==> config.mk <==
export PLATFORM = sky130hd
export DESIGN_NAME = fsum32_acc
export DESIGN_NICKNAME = d
export VERILOG_FILES = /design/src/rtl/fsum32_acc.sv
export SDC_FILE = /design/constraint.sdc
export NUM_CORES = 1
export LEC_CHECK = 0
export CAP_MARGIN = 10
export CORE_MARGIN = 2
export CORE_UTILIZATION = 36
export CTS_CLUSTER_SIZE = 25
export DETAILED_ROUTE_END_ITERATION = 8
export GPL_TIMING_DRIVEN = 0
export MAX_ROUTING_LAYER = met4
export PLACE_DENSITY = 0.87
export SLEW_MARGIN = 25
export SYNTH_ARGS = -nofsm -noshare
export SYNTH_HDL_FRONTEND = slang
export SYNTH_SLANG_ARGS = --single-unit
==> constraint.sdc <==
create_clock -name clk -period 1.9 [get_ports clk]
set_input_delay 0.57 -clock clk [delete_from_list [all_inputs] [get_ports clk]]
set_output_delay 0.57 -clock clk [all_outputs]
set_load 0.02 [all_outputs]
==> src/rtl/fsum32_acc.sv <==
// fsum32_acc: streaming fp32 packet accumulator.
// Feeds an external combinational adder and emits per-packet totals.
module fsum32_acc #(
  parameter int CNT_W = 16
) (
  input  logic             clk,
  input  logic             rst,
  input  logic             in_valid,
  output logic             in_ready,
  input  logic [31:0]      in_data,
  input  logic             in_sub,
  input  logic             in_last,
  output logic             add_mode,
  output logic [31:0]      add_a,
  output logic [31:0]      add_b,
  input  logic [31:0]      add_res,
  output logic             out_valid,
  input  logic             out_ready,
  output logic [31:0]      out_sum,
  output logic [CNT_W-1:0] out_count,
  output logic             out_nan,
  output logic             out_inf
);

  localparam logic [0:0] ACC  = 1'b0;
  localparam logic [0:0] DONE = 1'b1;

  logic [0:0]       state;
  logic [31:0]      acc;
  logic [CNT_W-1:0] count;
  logic             nan_q;
  logic             inf_q;
  logic             accept;
  logic             beat_nan;
  logic             beat_inf;

  function automatic logic is_nan(input logic [31:0] v);
    return (v[30:23] == 8'hFF) && (v[22:0] != 23'd0);
  endfunction

  function automatic logic is_inf(input logic [31:0] v);
    return (v[30:23] == 8'hFF) && (v[22:0] == 23'd0);
  endfunction

  assign add_a    = acc;
  assign add_b    = in_data;
  assign add_mode = in_sub;

  assign in_ready  = (state == ACC);
  assign out_valid = (state == DONE);
  assign accept    = in_valid & in_ready;

  assign beat_nan = is_nan(in_data) | is_nan(add_res);
  assign beat_inf = is_inf(in_data) | is_inf(add_res);

  assign out_sum   = acc;
  assign out_count = count;
  assign out_nan   = nan_q;
  assign out_inf   = inf_q;

  // Accumulate beats in ACC, hold the total in DONE until taken.
  always_ff @(posedge clk) begin
    if (rst) begin
      state <= ACC;
      acc   <= 32'h0;
      count <= '0;
      nan_q <= 1'b0;
      inf_q <= 1'b0;
    end else begin
      unique case (1'b1)
        (state == ACC): begin
          if (accept) begin
            acc   <= add_res;
            nan_q <= nan_q | beat_nan;
            inf_q <= inf_q | beat_inf;
            if (count != {CNT_W{1'b1}})
              count <= count + CNT_W'(1);
            if (in_last)
              state <= DONE;
          end
        end
        (state == DONE): begin
          if (out_ready) begin
            state <= ACC;
            acc   <= 32'h0;
            count <= '0;
            nan_q <= 1'b0;
            inf_q <= 1'b0;
          end
        end
        default: ;
      endcase
    end
  end

endmodule
==> impl_metrics.toml, run 1 <==
[finish]
fillCellCount = 663
multi_input_area_um2 = 1160
seqCellArea_um2 = 1020
syn_to_final_growth_pct = 74.2
n_antenna_cell = 0
fin_nets = 573
drive_gt1_frac = 0.241
stdcell_count = 602

[global_routing]
grt_pass1_vias = 3106
grt_pass1_wl_um = 15200
grt_max_degree = 16
grt.total_usage = 0.230
antenna_found_initial = 0
grt-ovfl-total = 0

[clock_network]
post_cts_buffers = 0
clk_path_buf_depth = 2
cts_buffers = 5
clkTransAtPathRegs_ns = 0.09
insertion_delay_ns = 0.30
htree_levels = 2
clkSinkCount = 51
cts_tree = "done"
cts_root_buffer = "clkbuf_8"

[critical_path]
end_kind = "output pin"
path_cells = "clkdlybuf4s50_1, buf_4, buf_2"
worstPathMaxFanout = 2
critPathArrivalTime_ns = 1.32
slowest_stage = "clkdlybuf4s50_1"
crit_type = "input port to output pin"
cp.required_ns = 1.33
worst_path_dominant_cell_family = "buffers and inverters"
crit_path_max_incr_delay_ns = 0.49
critPathLaunchType = "input port"
critPathBufInv = 3

[die]
start_util = 0.372
ios = 187
die_area_um2 = 8200
row_count = 31
coreArea_um2 = 7250
die_h_um = 90.6
die_x_um = 90.6

[pwr]
ir_drop_mv = 0.395
combPwrFrac = 0.303
power.internal_uw = 1820
p_per_area_nw_per_um2 = 556
power_frac_clock = 0.253
power_frac_seq = 0.444
p_sw_frac = 0.302
p_leak_uw = 0.00263
netSwitchingPower_uw = 789

[yosys]
avgSynthCellArea_um2 = 8.65
ys_top_cells_by_area = "dfxtp_1, buf_4, a22oi_1"
synthArstFlopShare = 0
synth_cells = 312
synth_fp_nets = 383
ys_seq_area_frac = 0.378
synth_top_area_frac = 0.378
synthFlopType = "dfxtp_1"
syn_area_um2 = 2700
synth.largest_area_cell = "dfxtp_1"
yosysUniqueCellTypes = 39
synth_edf_count = 0
ys_ff_latch = 51
synth-warning-count = 0

[place]
gp_congestion = 0.902
dp_hpwl_um = 7430
place_inst = 594
numPortBuffers = 183

[sta]
slew_violations = 0
setup-violations-final = 0
fmax_mhz = 530
worst-slew-pin-transition_ns = 0.607
max_slew_margin = 0.594
fin_tns_setup_ns = 0
final.min_clock_period_ns = 1.89
hold_violations = 0
skew_ns = 0.00550
min_period_over_period = 0.993

[routing]
wl_per_cell_um = 15.5
viasPerCell = 5.06
dr.first_iter.drc_count = 75
drtAntennaViolNets = 0
first_pass_iters = 5
routed_wirelength_um = 9300
drcViolationCount = 0
route.vias.total = 3045

[worst_hold_path]
min_path_type = "flip-flop to flip-flop"

[run]
max_cap_violations = 0

[run_status]
status = "finished clean"
## cells in the final DEF, fill, tap and decap left out, drive strengths merged, types with 7 or more instances in the layout
cell type / Yosys / layout
buf: 67 / 98
a21oi: 9 / 9
clkdlybuf4s50: 0 / 62
nand2: 18 / 18
nor4: 17 / 17
nor2: 40 / 40
dlymetal6s2s: 0 / 33
dlygate4sd2: 0 / 56
mux2i: 7 / 7
dfxtp: 51 / 51
nand4: 10 / 10
a22oi: 32 / 32
clkbuf: 11 / 18
## registers in the layout, indices dropped and copies added (netlist names)
name / cells
add_a: 32
out_count: 16
out_inf: 1
out_nan: 1
out_valid: 1
## metrics by stage
| stage | util | setup WS, ns | hold WS [ns] | area [um^2] | total power, uW |
|---|---|---|---|---|---|
| 5_1_grt | 0.648 | -0.00744 | 0.513 | 4700 | 2740 |
| 3_5_place_dp | 0.642 | -0.567 | 0.445 | 4650 | 2040 |
| 2_1_floorplan | - | 0.246 | 0.534 | 2700 | 1580 |
| 6_report | 0.648 | 0.0138 | 0.458 | 4700 | 2610 |
| 4_1_cts | 0.629 | 0.000308 | 0.464 | 4560 | 2620 |
| 3_3_place_gp | 0.642 | -0.484 | 0.438 | 4650 | 2020 |
## layout make-up
type / instances / area share
flip-flops and latches: 51 / 0.218
repair buffers: 183 / 0.371
clock buffers: 7 / 0.0184
inverters: 2 / 0.00160
multi-input cells: 181 / 0.248
clock inverters: 1 / 0.00186
well taps: 99 / 0.0264
plain buffers: 78 / 0.116
## kinds of logic after synthesis
family,Yosys count,synth area share
AOI/OAI and AO/OA,61,0.161
adders and majority gates,1,0.00464
buffers and inverters,80,0.204
DFF,51,0.378
muxes,8,0.0329
and+or+nand+nor,111,0.219
## worst register-to-register path, delay by kind of cell (launching register included)
family / cells / cell delay [ns]
buffers and inverters: 2 / 0.59
flip-flops: 1 / 0.36
multiplexers: 1 / 0.42
AO/OA/AOI/OAI: 1 / 0.14
AND/OR/NAND/NOR: 1 / 0.12
## power by group through the flow
stage	Combinational (uW)	Clock, uW	Sequential [uW]
6_report	792	660	1160
3_3_place_gp	835	0	1180
2_1_floorplan	353	0	1230
5_1_grt	842	727	1170
3_5_place_dp	853	0	1180
4_1_cts	790	670	1160
## final timing paths
check	start	endpoint	slack, ns	depth (start not counted)
setup / recovery	in_data[17]	add_b[17]	0.01	3
hold reg to reg	out_nan	out_nan	0.46	2
setup reg to reg	out_valid	add_a[23]	0.20	5
hold / removal	out_nan	out_nan	0.46	2
## routing by layer
metal  global-route usage  wire, um
met1                0.271      3800
met2                0.407      4890
met3               0.0384       459
met4               0.0590       151
met5                    -         0
## cell usage after synthesis, drive strengths merged, types with 2 or more instances
master / n
o21ai: 6
clkbuf: 11
a22oi: 32
nor3: 5
buf: 67
nand4: 10
mux2i: 7
a41o: 2
a31oi: 3
nand2b: 6
dfxtp: 51
nand3: 5
o211a: 2
nor2: 40
and3: 3
inv: 2
a21oi: 9
a211oi: 2
nor4: 17
or3: 2
nand2: 18
## timing repair
item | 4_1_cts | 5_1_grt
hold buffers | 0 | 0
endpoints found under the setup margin | 127 | 49
hold endpoints to repair | 0 | 0
resized for setup | 191 | 54
No activity file was read; power rests on OpenSTA's default activity.
==> inputs of run 2 (changes only) <==
Settings changed: CAP_MARGIN 10 to unset.
==> results of run 2 <==
The final DEF is identical to that of run 1; final timing and power are the same.
